**src/rtl/if_fetch_unit.sv**
```systemverilog
// Instruction-fetch stage: owns the PC, runs req/ack reads to instruction memory and loads the IF/ID buffer.
// Optional performance counters are enabled with `define IF_FETCH_PERF_EN.
module if_fetch_unit #(
  parameter logic [15:0] RESET_PC = 16'h0000
) (
  input  logic        clk_i,
  input  logic        rst_i,
  input  logic        stall_i,
  input  logic        redirect_i,
  input  logic [15:0] redirect_pc_i,
  output logic        imem_req_o,
  output logic [15:0] imem_addr_o,
  input  logic        imem_ack_i,
  input  logic [15:0] imem_rdata_i,
  output logic [15:0] ifid_pc_add_o,
  output logic [15:0] ifid_inst_o,
  output logic        ifid_enable_o,
  output logic        ifid_flush_n_o
`ifdef IF_FETCH_PERF_EN
  ,
  output logic [15:0] perf_delivered_o,
  output logic [15:0] perf_bubble_o
`endif
);

  typedef enum logic [1:0] {IDLE, FETCH, HOLD, DISCARD} state_t;

  state_t      state_q, state_d;
  logic [15:0] pc_q, pc_d;
  logic [15:0] stale_addr_q, stale_addr_d;
  logic [15:0] pc_add_q, pc_add_d;
  logic [15:0] inst_q, inst_d;
  logic        enable_q, enable_d;
  logic        flush_n_q, flush_n_d;

  logic [15:0] pc_inc;
  logic [15:0] target;

  assign pc_inc = pc_q + 16'd2;
  assign target = {redirect_pc_i[15:1], 1'b0};

  always_ff @(posedge clk_i or posedge rst_i) begin
    if (rst_i) begin
      state_q      <= IDLE;
      pc_q         <= RESET_PC;
      stale_addr_q <= 16'h0000;
      pc_add_q     <= 16'h0000;
      inst_q       <= 16'h0000;
      enable_q     <= 1'b0;
      flush_n_q    <= 1'b0;
    end else begin
      state_q      <= state_d;
      pc_q         <= pc_d;
      stale_addr_q <= stale_addr_d;
      pc_add_q     <= pc_add_d;
      inst_q       <= inst_d;
      enable_q     <= enable_d;
      flush_n_q    <= flush_n_d;
    end
  end

  always_comb begin
    state_d      = state_q;
    pc_d         = pc_q;
    stale_addr_d = stale_addr_q;
    pc_add_d     = pc_add_q;
    inst_d       = inst_q;
    enable_d     = 1'b0;
    flush_n_d    = 1'b1;
    if (redirect_i) begin
      pc_d      = target;
      flush_n_d = 1'b0;
      case (state_q)
        IDLE:    state_d = FETCH;
        FETCH: begin
          // An unacked request must still be completed, so remember its address.
          if (!imem_ack_i) begin
            stale_addr_d = pc_q;
            state_d      = DISCARD;
          end
        end
        HOLD:    state_d = FETCH;
        default: state_d = DISCARD;
      endcase
    end else begin
      case (state_q)
        IDLE:    state_d = FETCH;
        FETCH: begin
          if (imem_ack_i) begin
            inst_d   = imem_rdata_i;
            pc_add_d = pc_inc;
            pc_d     = pc_inc;
            if (stall_i) state_d = HOLD;
            else         enable_d = 1'b1;
          end
        end
        HOLD: begin
          if (!stall_i) begin
            enable_d = 1'b1;
            state_d  = FETCH;
          end
        end
        default: begin
          if (imem_ack_i) state_d = FETCH;
        end
      endcase
    end
  end

  assign imem_req_o     = (state_q == FETCH) || (state_q == DISCARD);
  assign imem_addr_o    = (state_q == DISCARD) ? stale_addr_q : pc_q;
  assign ifid_pc_add_o  = pc_add_q;
  assign ifid_inst_o    = inst_q;
  assign ifid_enable_o  = enable_q;
  assign ifid_flush_n_o = flush_n_q;

`ifdef IF_FETCH_PERF_EN
  logic [15:0] delivered_q;
  logic [15:0] bubble_q;

  always_ff @(posedge clk_i or posedge rst_i) begin
    if (rst_i) begin
      delivered_q <= 16'h0000;
      bubble_q    <= 16'h0000;
    end else begin
      if (enable_q && (delivered_q != 16'hFFFF))
        delivered_q <= delivered_q + 16'd1;
      if ((state_q != IDLE) && !enable_q && (bubble_q != 16'hFFFF))
        bubble_q <= bubble_q + 16'd1;
    end
  end

  assign perf_delivered_o = delivered_q;
  assign perf_bubble_o    = bubble_q;
`endif

endmodule

```
**config.mk**
```make
export PLATFORM = sky130hd
export DESIGN_NAME = if_fetch_unit
export DESIGN_NICKNAME = d
export VERILOG_FILES = /design/src/rtl/if_fetch_unit.sv
export SDC_FILE = /design/constraint.sdc
export NUM_CORES = 1
export LEC_CHECK = 0
export ABC_CLOCK_PERIOD_IN_PS = 2600
export BUFFER_PORTS_ARGS = -buffer_cell sky130_fd_sc_hd__clkbuf_2
export CAP_MARGIN = 20
export CORE_AREA = 8 8 88 90
export CTS_CLUSTER_SIZE = 14
export DETAILED_ROUTE_END_ITERATION = 8
export DIE_AREA = 0 0 96 98
export PLACE_DENSITY = 0.76
export SLEW_MARGIN = 10
export SYNTH_ARGS = -nofsm -noshare
export SYNTH_HDL_FRONTEND = slang
export SYNTH_SLANG_ARGS = --single-unit
```
**constraint.sdc**
```tcl
create_clock -name clk_i -period 2.6 [get_ports clk_i]
set_input_delay 0.39 -clock clk_i [delete_from_list [all_inputs] [get_ports clk_i]]
set_output_delay 0.39 -clock clk_i [all_outputs]
set_load 0.1 [all_outputs]
```
After elaboration in Yosys (flattened, before gate mapping)
Cells that the tools add are included.
{"block": "totals", "memories": 0, "reg_bits": 68, "input_bits": 37, "ramBits": 0, "latch_bits": 0, "word_cells": 44, "romBits": 0}
{"block": "classes", "shift": 0, "n_addsub": 1, "bitwise_logic": 2, "mul": 0, "n_reduce_logical": 10, "n_div": 0, "n_eq_ne": 7, "order_cmp": 0, "n_mux": 17}
{"operator": "two-way mux 16 bit", "n": 4}
{"operator": "adder 16 x 2 -> 16 bit (second input constant)", "n": 1}
{"operator": "two-way mux 2 bit", "n": 6}
{"operator": "inequality test 3 bit (second input constant)", "n": 4}
{"operator": "one-hot mux 2 bit (3 select lines)", "n": 1}
{"operator": "AND reduction 3 bit", "n": 2}
{"operator": "AND reduction 5 bit", "n": 1}
{"operator": "== test 2 bit (second input constant)", "n": 2}
{"operator": "two-way mux 1 bit", "n": 4}
{"operator": "one-hot mux 2 bit (2 select lines)", "n": 1}
{"operator": "nonzero test 2 bit", "n": 2}
{"operator": "nonzero test 4 bit", "n": 1}
{"operator": "== test 2 x 1 -> 1 bit (second input constant)", "n": 1}
{"operator": "logical NOT 2 bit", "n": 1}
{"operator": "inverter 1 bit", "n": 2}
{"operator": "one-hot mux 1 bit (2 select lines)", "n": 1}
{"operator": "AND reduction 2 bit", "n": 1}
{"operator": "OR reduction 2 bit", "n": 1}
{"operator": "logical OR 1 bit", "n": 1}

Logic depth before layout (Yosys ltp)
Gate-level depths: netlist of run 1.
{"block": "logic_depth", "word_depth": 4, "depth_mapped": 8}

Worst setup path before layout of run 1
No wires, ideal clock.
{"block": "synth_timing", "kind": "flip-flop to output port", "from": "reg state_q[0]", "to": "out imem_addr_o[12]", "stages_incl_launch_ff": 5, "t_arrival_ns": 3.166, "slack_ns": -0.956, "path_cell_list": "dfrtp_1 ha_1 clkbuf_1 buf_1 o21ai_0"}
{"block": "synth_via", "elab_chain_len": 2}
{"element": "from (decl)", "line": "28", "source": "state_t state_q, state_d;"}
{"element": "from (signal assigned)", "line": "52", "source": "state_q <= state_d;"}
{"element": "== test 2 bit", "line": "111", "source": "assign imem_addr_o = (state_q == DISCARD) ? stale_addr_q : pc_q;"}
{"element": "two-way mux 16 bit", "line": "111"}
{"element": "to (decl)", "line": "12", "source": "output logic [15:0] imem_addr_o,"}
Every way passes these cells.

Worst setup path in the final report of run 1
{"block": "layout_timing", "from": "reg state_q[0]", "to": "out imem_addr_o[13]"}
The elaborated chain is that of the path after synthesis.

==> summary.txt, run 1 <==
Setup path
  • CP max-delay cell: ha_2
  • Worst path bufs/invs: 1
  • Max incr delay on CP: 0.48 ns
  • Crit-path leading delay family: adder cells
  • Critical path class: reg2out
  • Worst path cell trace: ha_2 -> mux2_2 -> clkbuf_2
  • CP max FO: 18
  • Req. time, crit path: 2.21 ns
  • Reg2Reg Depth: 6
  • Startpoint Class: register
  • Worst Path Arrival: 2.03 ns
  • Critical Path Source: state_q[0]
  • Setup crit end kind: output pin
  • Stages on worst setup path: 3
  • R2R setup slack: 0.61 ns
  • Worst R2R Start: state_q[1]

Clock tree
  • Clk buf depth: 2
  • H-tree depth: 3
  • Worst skew pair latency: 0.35 ns
  • CTS Sinks: 65
  • Reg clk slew, reported paths: 0.07 ns
  • Total CTS buffers: 9
  • CTS tree: yes
  • CTS Root Buffer Type: clkbuf_8

Worst hold path
  • Hold/Removal Path Class: in2async

Logic synthesis
  • Avg Inst Size Synth: 11.02 sq um
  • Top FF cell, synth: dfrtp_1
  • Number of flops mapped to enable cells by yosys: 0
  • Cells after Synth: 289
  • Asr flop ratio synth: 100.0%
  • Register bit count reported by yosys: 65
  • Sequential-to-total area share from yosys stat: 51.06%
  • Synth unique cells: 40
  • YS warnings: 0
  • Synthesized area: 0.003186 sq mm

Timing
  • Final Hold Fails: 0
  • Final period util: 93.15%
  • Final Worst Setup Slack: 0.1782 ns
  • RSZ-0062 raised after global routing: no
  • Worst Clk Skew: 0.01036 ns
  • Least-Margin Pin Slew: 0.5711 ns
  • Fmax: 412.9 MHz
  • Slew HR: 62.09%
  • Max Transition Viols Final: 0
  • Final setup fails: 0
  • Tmin final: 2.422 ns

Finish
  • Ant. Diodes: 0
  • Fillers: 586
  • Layout cells sized above 1: 43.01%
  • Area Growth Syn to Fin: 21.09%
  • Most frequent cells in the layout: clkbuf_2 (84), dfrtp_1 (65), mux2_2 (45)
  • Layout Nets: 410
  • Most common cell after layout, fill and taps aside: clkbuf_2

Global routing
  • Grt total ovfl: 0
  • First-pass GRT wire length: 12.52 mm
  • Largest net degree at the start of global routing: 50
  • Initial antenna violation count: 0
  • Total track usage: 16.84%
  • Number of global-route vias before repair: 2615

Floorplanning
  • Rows: 30
  • Starting Density: 49.06%
  • I/O pin cnt: 88
  • Die ar.: 0.009408 sq mm
  • Die width: 96 microns
  • Core ar.: 0.006494 sq mm
  • Die span in y: 98 microns

Place
  • GPL Wtd Cong: 0.8056
  • Number of port buffers: 84
  • Pre-CTS setup slack: 0.3084 ns
  • Final HPWL DP: 5.375 mm

Routing
  • DRT Pass-1 Iters: 4
  • Vias: 2393
  • Average vias per placed instance: 5.294
  • Antenna viol nets, final: 0
  • Drt initial violations: 125
  • Wire per inst: 16.08 microns
  • Final WL: 7.269 mm
  • # DRC: 0

Run
  • Number of max-cap violations: 0

Run status
  • Status: complete, no violations
-- logic make-up (layout without fill, tap and decap cells) --
family / Yosys count / count (layout) / synth area share [%]
xor gates and xnor gates: 23 / 23 / 6.324
adders and majority gates: 6 / 6 / 2.357
DFF: 65 / 65 / 51.06
muxes: 46 / 46 / 16.22
and+or+nand+nor: 78 / 78 / 11.78
buffers and inverters: 30 / 112 / 4.988
other: 1 / 2 / 0.1177
AOI/OAI and AO/OA: 40 / 40 / 7.149
-- path summary, 6_finish.rpt --
kind / endpoint
setup / recovery: imem_addr_o[13]
hold / removal: stale_addr_q[1]
setup reg to reg: pc_q[6]
hold reg to reg: ifid_pc_add_o[8]
max in group asynchronous: ifid_pc_add_o[12]
min in group clk_i: pc_q[5]
-- Yosys cell counts, types with 2 or more instances --
| cell | n | area, sq um |
|---|---|---|
| or3_1 | 2 | 12.51 |
| nor3_1 | 7 | 35.03 |
| ha_1 | 6 | 75.07 |
| xnor2_1 | 16 | 140.1 |
| dfrtp_1 | 65 | 1627 |
| nand2_1 | 38 | 142.6 |
| nor2_1 | 7 | 26.28 |
| buf_4 | 5 | 37.54 |
| nand3_1 | 8 | 40.04 |
| buf_6 | 3 | 33.78 |
| or2_2 | 2 | 12.51 |
| o21ai_0 | 28 | 140.1 |
| o22ai_1 | 2 | 12.51 |
| a21oi_1 | 3 | 15.01 |
| xor2_1 | 7 | 61.31 |
| mux2_2 | 45 | 506.7 |
| buf_2 | 3 | 15.01 |
| inv_1 | 5 | 18.77 |
| nor4_1 | 5 | 31.28 |
| clkbuf_1 | 11 | 41.29 |
| nand4_1 | 2 | 12.51 |
-- final cells by class --
type / count / area (sq um) / share of cell area (%)
sequential: 65 / 1627 / 42.17
inverter: 6 / 22.52 / 0.5838
timing repair buffer: 90 / 478.0 / 12.39
multi-input combinational: 195 / 1411 / 36.59
clock inverter: 7 / 95.09 / 2.465
clock buffer: 9 / 123.9 / 3.211
tap: 80 / 100.1 / 2.595
-- metal layers --
metal  track usage (%)  part of all wire (%)  vias up
li1                  -                     -     1143
met1             20.03                    41     1155
met2             26.27                    49       79
met3             5.295                   7.9       16
met4             8.757                   2.4        0
met5                 0                     0        -
-- timing repair --
action / CTS / global route
buffers inserted: 0 / 0
hold buffers: 0 / 0
endpoints found under the setup margin: 13 / 0
endpoints found under the hold margin: 0 / 0
gates resized for setup: 1 / 0
-- through the flow --
stage	instance area (sq um)	hold slack [ns]	TNS (ns)	instances	utilization, %
detailed placement	3636	0.4707	0	436	55.99
global route	3857	0.1538	0	452	59.40
finish	3857	0.1100	0	452	59.40
global placement	3636	0.4625	0	436	55.99
floorplan	3189	0.4497	-0.4048	290	-
CTS	3857	0.1174	0	452	59.40
-- worst register-to-register path, delay by kind of cell (launching register included) --
family	cells	cell delay, ns
adder cells (fa/ha/maj)	1	0.33
XOR/XNOR	1	0.15
AND/OR/NAND/NOR	2	0.77
buffers and inverters	1	0.12
AO/OA/AOI/OAI	1	0.14
flip-flops	1	0.42
-- flip-flops by register name, indices dropped and copies added, names as in the netlist --
| name | cells |
|---|---|
| ifid_enable_o | 1 |
| ifid_flush_n_o | 1 |
| ifid_inst_o | 16 |
| ifid_pc_add_o | 15 |
| pc_q | 15 |
| stale_addr_q | 15 |
| state_q | 2 |
Power of run 1 is left out: the tool's default activity adds up to more than one toggle a clock period on the data nets, which glitch-free logic cannot reach.
==> inputs of run 2 (changes only) <==
Settings changed: CORE_AREA 8 8 88 90 to 2 2 67 101, DIE_AREA 0 0 96 98 to 0 0 69 103, PLACE_DENSITY 0.76 to 0.77.
==> run 2 against run 1 <==
- wire length fell by 7.8%
- setup slack improved by 0.014 ns
- global-route usage rose by 3.5 points
- sequential cell count unchanged
- cell area fell by 1.0%
- sequential share of layout area grew 0.44 points
- critical path depth unchanged
- hold slack gained 0.11 ns
- critical endpoint is now imem_addr_o[4]
- largest cell class unchanged
==> summary.txt, run 2 (synthesis results as in run 1) <==
Run status
  • Status: complete, no violations

Timing
  • Least-Margin Pin Slew: 0.8854 ns (+0.3143 ns)
  • Worst hold slack: 0.2217 ns (+0.1117 ns)
  • Max Transition Viols Final: 0 (unchanged)
  • RSZ-0062 raised after global routing: no
  • Tmin final: 2.408 ns (-0.01413 ns)
  • Final Hold Fails: 0 (unchanged)
  • Worst Clk Skew: 0.006223 ns (-0.004133 ns)
  • Final period util: 92.60% (-0.54 points)
  • Slew HR: 40.88% (-21 points)
  • Final setup fails: 0 (unchanged)
  • Fmax: 415.3 MHz (+0.59%)

Global routing
  • Grt total ovfl: 0 (unchanged)
  • Total track usage: 20.34% (+3.5 points)
  • Largest net degree at the start of global routing: 43 (-14%)
  • Number of global-route vias before repair: 2413 (-7.7%)
  • First-pass GRT wire length: 11.23 mm (-10%)
  • Initial antenna violation count: 0 (unchanged)

Floorplanning
  • Core ar.: 0.006306 sq mm (-2.9%)
  • Starting Density: 50.52% (+1.5 points)
  • I/O pin cnt: 88 (unchanged)
  • Die span in y: 103 microns (+5.1%)
  • Die ar.: 0.007107 sq mm (-24%)
  • Rows: 36 (+20%)
  • Die width: 69 microns (-28%)

Routing
  • Final WL: 6.702 mm (-7.8%)
  • Average vias per placed instance: 5.247 (-0.89%)
  • Drt initial violations: 128 (+2.4%)
  • # DRC: 0 (unchanged)
  • DRT Pass-1 Iters: 4 (unchanged)
  • Wire per inst: 14.93 microns (-7.2%)
  • Vias: 2356 (-1.5%)
  • Antenna viol nets, final: 0 (unchanged)

Setup path
  • Critical path class: reg2out
  • Worst path cell trace: ha_2 -> mux2_2 -> clkbuf_2
  • Startpoint Class: register
  • CP max FO: 18 (unchanged)
  • Setup crit end kind: output pin
  • Crit-path leading delay family: adder cells
  • Req. time, crit path: 2.21 ns (about the same)
  • CP max-delay cell: ha_2
  • Worst path bufs/invs: 1 (unchanged)
  • Max incr delay on CP: 0.50 ns (+0.02 ns)
  • Worst Path Arrival: 2.02 ns (about the same)

Clock tree
  • CTS Root Buffer Type: clkbuf_8
  • H-tree depth: 3 (unchanged)
  • CTS Sinks: 65 (unchanged)
  • Clk buf depth: 2 (unchanged)
  • Worst skew pair latency: 0.34 ns (about the same)
  • CTS tree: yes
  • Total CTS buffers: 9 (unchanged)
  • Reg clk slew, reported paths: 0.07 ns (about the same)
  • Post-CTS Hold Buffers: 0 (unchanged)

Finish
  • Ant. Diodes: 0 (unchanged)
  • Most frequent cells in the layout: clkbuf_2 (84), dfrtp_1 (65), mux2_2 (45)
  • Final instance area: 0.003817 sq mm (-1.0%)
  • Most common cell after layout, fill and taps aside: clkbuf_2
  • Area Growth Syn to Fin: 19.84%
  • Layout Nets: 411 (+0.24%)
  • Layout cells sized above 1: 42.36% (-0.65 points)
  • Max reg flops: 16 (unchanged)

Worst hold path
  • Hold/Removal Path Class: in2async

Run
  • Number of max-cap violations: 0 (unchanged)

Place
  • Number of port buffers: 84 (unchanged)
  • GPL Wtd Cong: 0.8049 (about the same)
  • Post-Place Cell Area: 0.003626 sq mm (-0.28%)
  • Final HPWL DP: 4.962 mm (-7.7%)
run 2: final timing paths:
check	from	end	slack, ns	depth (start not counted)
setup / recovery	state_q[0]	imem_addr_o[4]	0.19	3
hold / removal	rst_i	pc_q[3]	0.22	2
setup reg to reg	state_q[1]	stale_addr_q[1]	0.61	5
hold reg to reg	ifid_pc_add_o[13]	ifid_pc_add_o[13]	0.48	2
max in group asynchronous	rst_i	ifid_flush_n_o	1.65	3
min in group clk_i	stall_i	ifid_enable_o	0.25	2
run 2: area by class of cell:
cell class                      instances  area (sq um)
Sequential cell                        65          1627
Multi-Input combinational cell        195          1411
Timing Repair Buffer                   91         473.0
Fill cell                             560          2489
Clock inverter                          3         40.04
Inverter                                6         22.52
Tap cell                               76         95.09
Clock buffer                           13         148.9
run 2: metrics by stage:
step,instances,utilization [%],TNS [ns],setup slack (ns)
after floorplan,290,-,-0.4048,-0.2024
after global placement,433,57.50,0,0.3088
after detailed placement,433,57.50,0,0.2767
after CTS,449,60.54,0,0.1659
after global routing,449,60.54,0,0.1316
final,449,60.54,0,0.1923
run 2: what timing repair did:
item | in CTS | in global routing
setup endpoints to repair | 15 | 0
gates resized for setup | 1 | 0
setup buffers | 0 | 0
run 2: layer usage:
layer	track usage (%)	share of wire, %	vias up
met5	0	0	-
met4	12.97	3.2	0
met3	3.910	5.1	19
met2	36.02	53	71
met1	22.50	39	1118
li1	-	-	1148
Power of run 2 is left out for the same reason.
